### config.mk
export PLATFORM = sky130hd
export DESIGN_NAME = rx_link_ctrl
export DESIGN_NICKNAME = d
export VERILOG_FILES = /design/src/rtl/rx_link_ctrl.sv
export SDC_FILE = /design/constraint.sdc
export NUM_CORES = 1
export LEC_CHECK = 0
export ABC_AREA = 1
export BUFFER_PORTS_ARGS = -buffer_cell sky130_fd_sc_hd__buf_2
export CAP_MARGIN = 5
export CORE_AREA = 2 2 281 283
export DETAILED_ROUTE_END_ITERATION = 10
export DIE_AREA = 0 0 283 285
export GPL_TIMING_DRIVEN = 0
export PLACE_DENSITY = 0.34
export REMOVE_ABC_BUFFERS = 1
export SLEW_MARGIN = 25
export SYNTH_ARGS = -nofsm -noshare
export SYNTH_HDL_FRONTEND = slang
export SYNTH_SLANG_ARGS = --single-unit
### constraint.sdc
create_clock -name clk -period 3.6 [get_ports clk]
set_input_delay 0.72 -clock clk [delete_from_list [all_inputs] [get_ports clk]]
set_output_delay 0.72 -clock clk [all_outputs]
set_load 0.02 [all_outputs]
### src/rtl/rx_link_ctrl.sv
// rx_link_ctrl
// Sequencing controller for the 16-lane RX datapath (PIPE RX data stage,
// per-lane descramblers, LMC). It qualifies electrical-idle exit, waits for
// lock on every active lane, then releases the descramblers. Rate changes
// are run through the PhyStatus handshake before lock is re-acquired.
//
// Ports
//   clk, reset          clock, asynchronous active-low reset
//   cfgLanes            requested lane count, sampled only in IDLE
//   cfgScrambleDisable  keep descramblers bypassed while ACTIVE
//   rateChangeReq       single-cycle rate change request, with newGEN
//   PhyStatus           per-lane PHY status pulse
//   RxValid, RxElectricalIdle, RxStartBlock, RxSyncHeader, RxData, RxDataK
//                       per-lane PIPE receive signals
//   GEN, LANESNUMBER    applied rate and lane count
//   turnOff             descrambler bypass
//   pathFlush           one-cycle datapath flush
//   laneActive          mask of active lanes
//   linkUp              high only in ACTIVE
//   rateChangeDone, alignTimeout, phyTimeout  one-cycle status pulses
//   state               IDLE=0, ALIGN=1, ACTIVE=2, RATE_CHG=3
module rx_link_ctrl #(
  parameter int IDLE_DEBOUNCE = 4,
  parameter int ALIGN_TIMEOUT = 1024,
  parameter int PHY_TIMEOUT   = 256
) (
  input  logic         clk,
  input  logic         reset,
  input  logic [4:0]   cfgLanes,
  input  logic         cfgScrambleDisable,
  input  logic         rateChangeReq,
  input  logic [2:0]   newGEN,
  input  logic [15:0]  PhyStatus,
  input  logic [15:0]  RxValid,
  input  logic [15:0]  RxElectricalIdle,
  input  logic [15:0]  RxStartBlock,
  input  logic [31:0]  RxSyncHeader,
  input  logic [511:0] RxData,
  input  logic [63:0]  RxDataK,
  output logic [2:0]   GEN,
  output logic [4:0]   LANESNUMBER,
  output logic         turnOff,
  output logic         pathFlush,
  output logic [15:0]  laneActive,
  output logic         linkUp,
  output logic         rateChangeDone,
  output logic         alignTimeout,
  output logic         phyTimeout,
  output logic [2:0]   state
);

  localparam logic [2:0] IDLE     = 3'd0;
  localparam logic [2:0] ALIGN    = 3'd1;
  localparam logic [2:0] ACTIVE   = 3'd2;
  localparam logic [2:0] RATE_CHG = 3'd3;

  localparam int IW   = $clog2(IDLE_DEBOUNCE + 1);
  localparam int TMAX = (ALIGN_TIMEOUT > PHY_TIMEOUT) ? ALIGN_TIMEOUT : PHY_TIMEOUT;
  localparam int TW   = $clog2(TMAX + 1);

  localparam logic [IW-1:0] IDLE_LAST  = IW'(IDLE_DEBOUNCE - 1);
  localparam logic [TW-1:0] ALIGN_LAST = TW'(ALIGN_TIMEOUT - 1);
  localparam logic [TW-1:0] PHY_LAST   = TW'(PHY_TIMEOUT - 1);

  logic [4:0]    cfgCount;
  logic [16:0]   cfgMaskWide;
  logic [15:0]   cfgMask;
  logic [15:0]   lockEvents;
  logic [15:0]   lockMask;
  logic [15:0]   lockNext;
  logic [15:0]   phyMask;
  logic [15:0]   phyNext;
  logic [2:0]    genPending;
  logic [IW-1:0] idleCnt;
  logic [TW-1:0] timer;
  logic          cfgClean;
  logic          activeIdle;
  logic          idleExit;
  logic          rateReqOk;
  logic          unusedBits;

  // Only byte 0 / K bit 0 of each lane matter for COM detection.
  assign unusedBits = ^{cfgMaskWide[16], RxData, RxDataK};

  // Lane count clamp: 0 means one lane, anything above 16 means all 16.
  assign cfgCount = (cfgLanes == 5'd0)  ? 5'd1  :
                    (cfgLanes > 5'd16)  ? 5'd16 : cfgLanes;

  // 17-bit shift so that a count of 16 yields a full 16'hFFFF mask.
  assign cfgMaskWide = (17'd1 << cfgCount) - 17'd1;
  assign cfgMask     = cfgMaskWide[15:0];

  // Lock detection depends on the encoding in use for the applied rate:
  // COM symbol for 8b/10b, a valid sync header on a block start otherwise.
  always_comb begin
    lockEvents = '0;
    for (int i = 0; i < 16; i++) begin
      if (GEN <= 3'd2) begin
        lockEvents[i] = RxValid[i] & RxDataK[4*i] & (RxData[32*i +: 8] == 8'hBC);
      end else begin
        lockEvents[i] = RxValid[i] & RxStartBlock[i] &
                        ((RxSyncHeader[2*i +: 2] == 2'b01) ||
                         (RxSyncHeader[2*i +: 2] == 2'b10));
      end
    end
  end

  assign lockNext   = lockMask | (lockEvents & laneActive);
  assign phyNext    = phyMask  | (PhyStatus  & laneActive);
  assign cfgClean   = ((RxElectricalIdle & cfgMask) == 16'h0000);
  assign activeIdle = |(RxElectricalIdle & laneActive);
  assign idleExit   = activeIdle && (idleCnt == IDLE_LAST);
  assign rateReqOk  = rateChangeReq && (newGEN >= 3'd1) && (newGEN <= 3'd5) &&
                      (newGEN != GEN);

  // Single state/control register block. Pulse outputs default low every
  // cycle so each one lasts exactly one cycle after the transition sets it.
  // idleCnt serves the IDLE exit debounce and the ACTIVE idle detector;
  // timer serves the ALIGN and RATE_CHG timeouts. Both are cleared on entry
  // to the state that uses them.
  always_ff @(posedge clk or negedge reset) begin
    if (!reset) begin
      state          <= IDLE;
      GEN            <= 3'd1;
      LANESNUMBER    <= 5'd16;
      laneActive     <= 16'hFFFF;
      turnOff        <= 1'b1;
      pathFlush      <= 1'b0;
      linkUp         <= 1'b0;
      rateChangeDone <= 1'b0;
      alignTimeout   <= 1'b0;
      phyTimeout     <= 1'b0;
      lockMask       <= '0;
      phyMask        <= '0;
      genPending     <= '0;
      idleCnt        <= '0;
      timer          <= '0;
    end else begin
      pathFlush      <= 1'b0;
      rateChangeDone <= 1'b0;
      alignTimeout   <= 1'b0;
      phyTimeout     <= 1'b0;

      case (state)
        IDLE: begin
          linkUp  <= 1'b0;
          turnOff <= 1'b1;
          if (cfgClean) begin
            if (idleCnt == IDLE_LAST) begin
              LANESNUMBER <= cfgCount;
              laneActive  <= cfgMask;
              pathFlush   <= 1'b1;
              lockMask    <= '0;
              timer       <= '0;
              idleCnt     <= '0;
              state       <= ALIGN;
            end else begin
              idleCnt <= idleCnt + IW'(1);
            end
          end else begin
            idleCnt <= '0;
          end
        end

        ALIGN: begin
          lockMask <= lockNext;
          // Full lock is tested first so it wins over a coincident timeout.
          if (lockNext == laneActive) begin
            linkUp  <= 1'b1;
            turnOff <= cfgScrambleDisable;
            idleCnt <= '0;
            state   <= ACTIVE;
          end else if (timer == ALIGN_LAST) begin
            alignTimeout <= 1'b1;
            idleCnt      <= '0;
            state        <= IDLE;
          end else if (timer != '1) begin
            timer <= timer + TW'(1);
          end
        end

        ACTIVE: begin
          // Losing the link takes priority over a rate change request.
          if (idleExit) begin
            pathFlush <= 1'b1;
            linkUp    <= 1'b0;
            turnOff   <= 1'b1;
            idleCnt   <= '0;
            state     <= IDLE;
          end else if (rateReqOk) begin
            genPending <= newGEN;
            pathFlush  <= 1'b1;
            turnOff    <= 1'b1;
            linkUp     <= 1'b0;
            phyMask    <= '0;
            timer      <= '0;
            idleCnt    <= '0;
            state      <= RATE_CHG;
          end else if (activeIdle) begin
            if (idleCnt != IDLE_LAST) begin
              idleCnt <= idleCnt + IW'(1);
            end
          end else begin
            idleCnt <= '0;
          end
        end

        RATE_CHG: begin
          phyMask <= phyNext;
          // Completion is tested first so it wins over a coincident timeout.
          if (phyNext == laneActive) begin
            GEN            <= genPending;
            rateChangeDone <= 1'b1;
            lockMask       <= '0;
            timer          <= '0;
            state          <= ALIGN;
          end else if (timer == PHY_LAST) begin
            phyTimeout <= 1'b1;
            idleCnt    <= '0;
            state      <= IDLE;
          end else if (timer != '1) begin
            timer <= timer + TW'(1);
          end
        end

        default: begin
          linkUp  <= 1'b0;
          turnOff <= 1'b1;
          idleCnt <= '0;
          state   <= IDLE;
        end
      endcase
    end
  end

endmodule
==> impl_metrics.yaml <==
grt:
  overflow: 0
  grt_util_all_layers_pct: 7.995
  grt_max_degree: 63
  grt_pass1_vias: 7066
  antenna_found_initial: 15
  grt_pass1_wl_mm: 46.73
route:
  detailroute.via_count: 7062
  route.detailed.drc: 0
  wire_per_inst_um: 14.54
  dr.pass1.iters: 4
  ant_nets: 0
  drt_iter0_drc: 270
  vias_per_cell: 3.100
  routed_wl_mm: 33.12
clock_tree:
  cts_sinks: 81
  htree_levels: 3
  clk_latency_ns: 0.35
  numCtsBuffers: 9
  cts_tree: "done"
  clk_transition_reported_paths_ns: 0.07
  clockBufferDepth: 2
  ctsRootBufferMaster: "clkbuf_16"
sta:
  setup_viol: 0
  relSlewSlack_pct: 33.19
  skew_ns: 0.01311
  rsz0062_at_grt: "no"
  finalHoldViolations: 0
  layout_min_cycle_time_ns: 3.192
  timing.final.crit_share_pct: 88.66
  setup_ws_ns: 0.4081
  setup-tns-final_ns: 0
  max_freq_mhz: 313.3
  final-max-slew-violation-count: 0
  worst_pin_slew_ns: 0.9985
die:
  die_x_um: 283
  die_h_um: 285
  design.core.area_mm2: 0.07797
  initial_core_util_pct: 7.873
  dieArea_mm2: 0.08066
  ios: 717
  row_count: 103
setup_path:
  slowest_delay_ns: 0.59
  start_kind: "register"
  critPathMostFrequentCell: "nand2_1"
  cp_data_required_time_ns: 3.84
  cp.arrival_ns: 3.43
  critPathKind: "register to register"
  path_delay_family: "simple AND/OR/NAND/NOR gates"
  endpoint_kind: "register"
  cp_slowest_cell: "dfstp_2"
  crit_chain: "a21oi_4 > buf_12 > clkinvlp_4 > buf_4 > buf_12 > o21ai_0 > nand2_1 > nand3_1 > nand2_1 > nor2_1 > nand3_1 > nor2_1 > a21oi_4 > nand3_2 > nand2_1 > nand2_1"
  critPathMaxFanout: 13
  crit_buf_inv: 4
cells_and_area:
  nNetsFinal: 1910
  syn2layout_area_growth_pct: 49.14
  drive_gt1_share_pct: 30.42
placed_design:
  gp_congestion: 0.8175
  dp_slack_ns: -0.9327
  dp_hpwl_mm: 27.85
  io_buffer_count: 283
synth:
  synth_warnings: 0
  synthDistinctLibCells: 44
  synth_compound_area_share_pct: 11.94
  yosysSeqAreaShare_pct: 33.41
  synth_xor_area_share_pct: 1.712
  async_flop_share_pct: 100.0
  synth_adder_area_share_pct: 1.019
  synth_top_family_by_area: "simple AND/OR/NAND/NOR gates"
  yosys.area_share.simple_pct: 41.89
  synth.avg_cell_area_um2: 6.434
  synthFlopType: "dfrtp_1"
  syn_inst: 954
  synth_mux_area_share_pct: 0.1631
  synth_edf_count: 0
  synth-seq-cells: 81
  syn-cell-area_mm2: 0.006138
power:
  p_leak_uw: 0.004435
  power.density_mw_per_mm2: 398.0
  peakVddDrop_uv: 180.9
min_path:
  hold_class: "primary input to async pin"
run_status:
  status: "completed"
job:
  maxCapViolCount: 0
path summary, 6_finish.rpt:
path	from	endpoint	slack [ns]	cells past startpoint
min in group clk	LANESNUMBER[4]	LANESNUMBER[4]	0.47	2
min	reset	lockMask[8]	0.22	1
min reg2reg	LANESNUMBER[4]	LANESNUMBER[4]	0.47	2
max	GEN[0]	timer[1]	0.41	16
max reg2reg	GEN[0]	timer[1]	0.41	16
max in group asynchronous	reset	laneActive[13]	2.71	2
layout by cell type (no fill, tap or decap), types with 12 or more instances in the layout:
master / count
a21oi_1: 39
dfstp_2: 19
o21ai_0: 39
nand2_2: 12
buf_2: 282
nand3_1: 92
nor2_1: 89
nand2_1: 316
inv_1: 103
nor3_1: 23
nand4_1: 28
dfrtp_1: 62
o21ai_2: 15
Yosys cell counts, types with 2 or more instances:
cell type / count / area (um2)
a21oi_1: 39 / 195.2
xnor2_1: 5 / 43.79
nand2_2: 13 / 81.33
buf_6: 5 / 56.30
and3_1: 2 / 12.51
nor3_1: 23 / 115.1
o21a_1: 2 / 15.01
nor3b_1: 5 / 37.54
inv_1: 104 / 390.4
nor2_1: 90 / 337.8
inv_2: 5 / 18.77
dfrtp_1: 62 / 1551
nand3b_1: 4 / 30.03
nand3_1: 93 / 465.5
nand2_1: 316 / 1186
dfstp_2: 19 / 499.2
nand4_1: 28 / 175.2
a31oi_1: 2 / 12.51
nand3_2: 3 / 30.03
buf_2: 4 / 20.02
xor2_1: 7 / 61.31
buf_4: 5 / 37.54
nor2_2: 6 / 37.54
o21ai_2: 15 / 131.4
a22o_1: 6 / 52.55
o22ai_1: 8 / 50.05
o21bai_1: 2 / 15.01
ha_1: 5 / 62.56
a22oi_1: 2 / 15.01
conb_1: 2 / 7.510
o21ai_0: 40 / 200.2
clkbuf_1: 20 / 75.07
through the flow:
step                util [%]  hold slack, ns  total power, uW  instances  area (um2)
floorplan                  -          0.4244             1768        920        5949
global placement       11.13          0.4531             2554       2253        8680
detailed placement     11.19          0.4555             2571       2254        8721
CTS                    11.70          0.2023             3780       2275        9120
global route           11.74          0.2109             3962       2277        9153
finish                 11.74          0.2216             3644       2278        9155
power by group:
part	switching, uW	leakage [uW]	internal (uW)
clock network	433	0.000152	613
logic	1080	0.00323	449
registers	76.6	0.00105	988
flip-flops by register name, indices dropped and copies added, names as in the netlist:
signal / cells
timer: 11
genPending: 3
turnOff: 1
rateChangeDone: 1
idleCnt: 3
state: 2
linkUp: 1
LANESNUMBER: 5
alignTimeout: 1
GEN: 3
pathFlush: 1
phyMask: 16
lockMask: 16
phyTimeout: 1
laneActive: 16
cell type report:
type	instances	area [um2]
antenna	2	5.005
clock buffer	10	229.0
clock inverter	6	91.34
fill	9075	68810
inverter	109	412.9
multi-input combinational	731	3540
sequential	81	2051
tap	1050	1314
timing repair buffer	289	1513
kinds of logic (layout without fill, tap and decap cells):
group	Yosys count	in the layout
XOR/XNOR	12	12
AO/OA/AOI/OAI	121	121
AND/OR/NAND/NOR	589	590
multiplexers	1	1
adder cells (fa/ha/maj)	5	5
buffers and inverters	143	414
flip-flops	81	81
other	2	4
metal layers:
layer,vias to the layer above,GRT usage (%),share of wire [%],routed length (um)
met4,16,1.915,1.9,635
met3,44,2.104,6.3,2078
met5,-,0,0.33,109
li1,3624,-,-,-
met2,231,13.63,47,15490
met1,3147,10.00,45,14810
what timing repair did:
item                       in CTS  in global routing
pin swaps                       1                  0
hold buffers                    0                  0
setup endpoints to repair      19                 23
gates resized for setup         3                  3
buffers inserted                5                  0
cloned                          0                  1
Note: power is estimated with default switching activity, not from simulation.
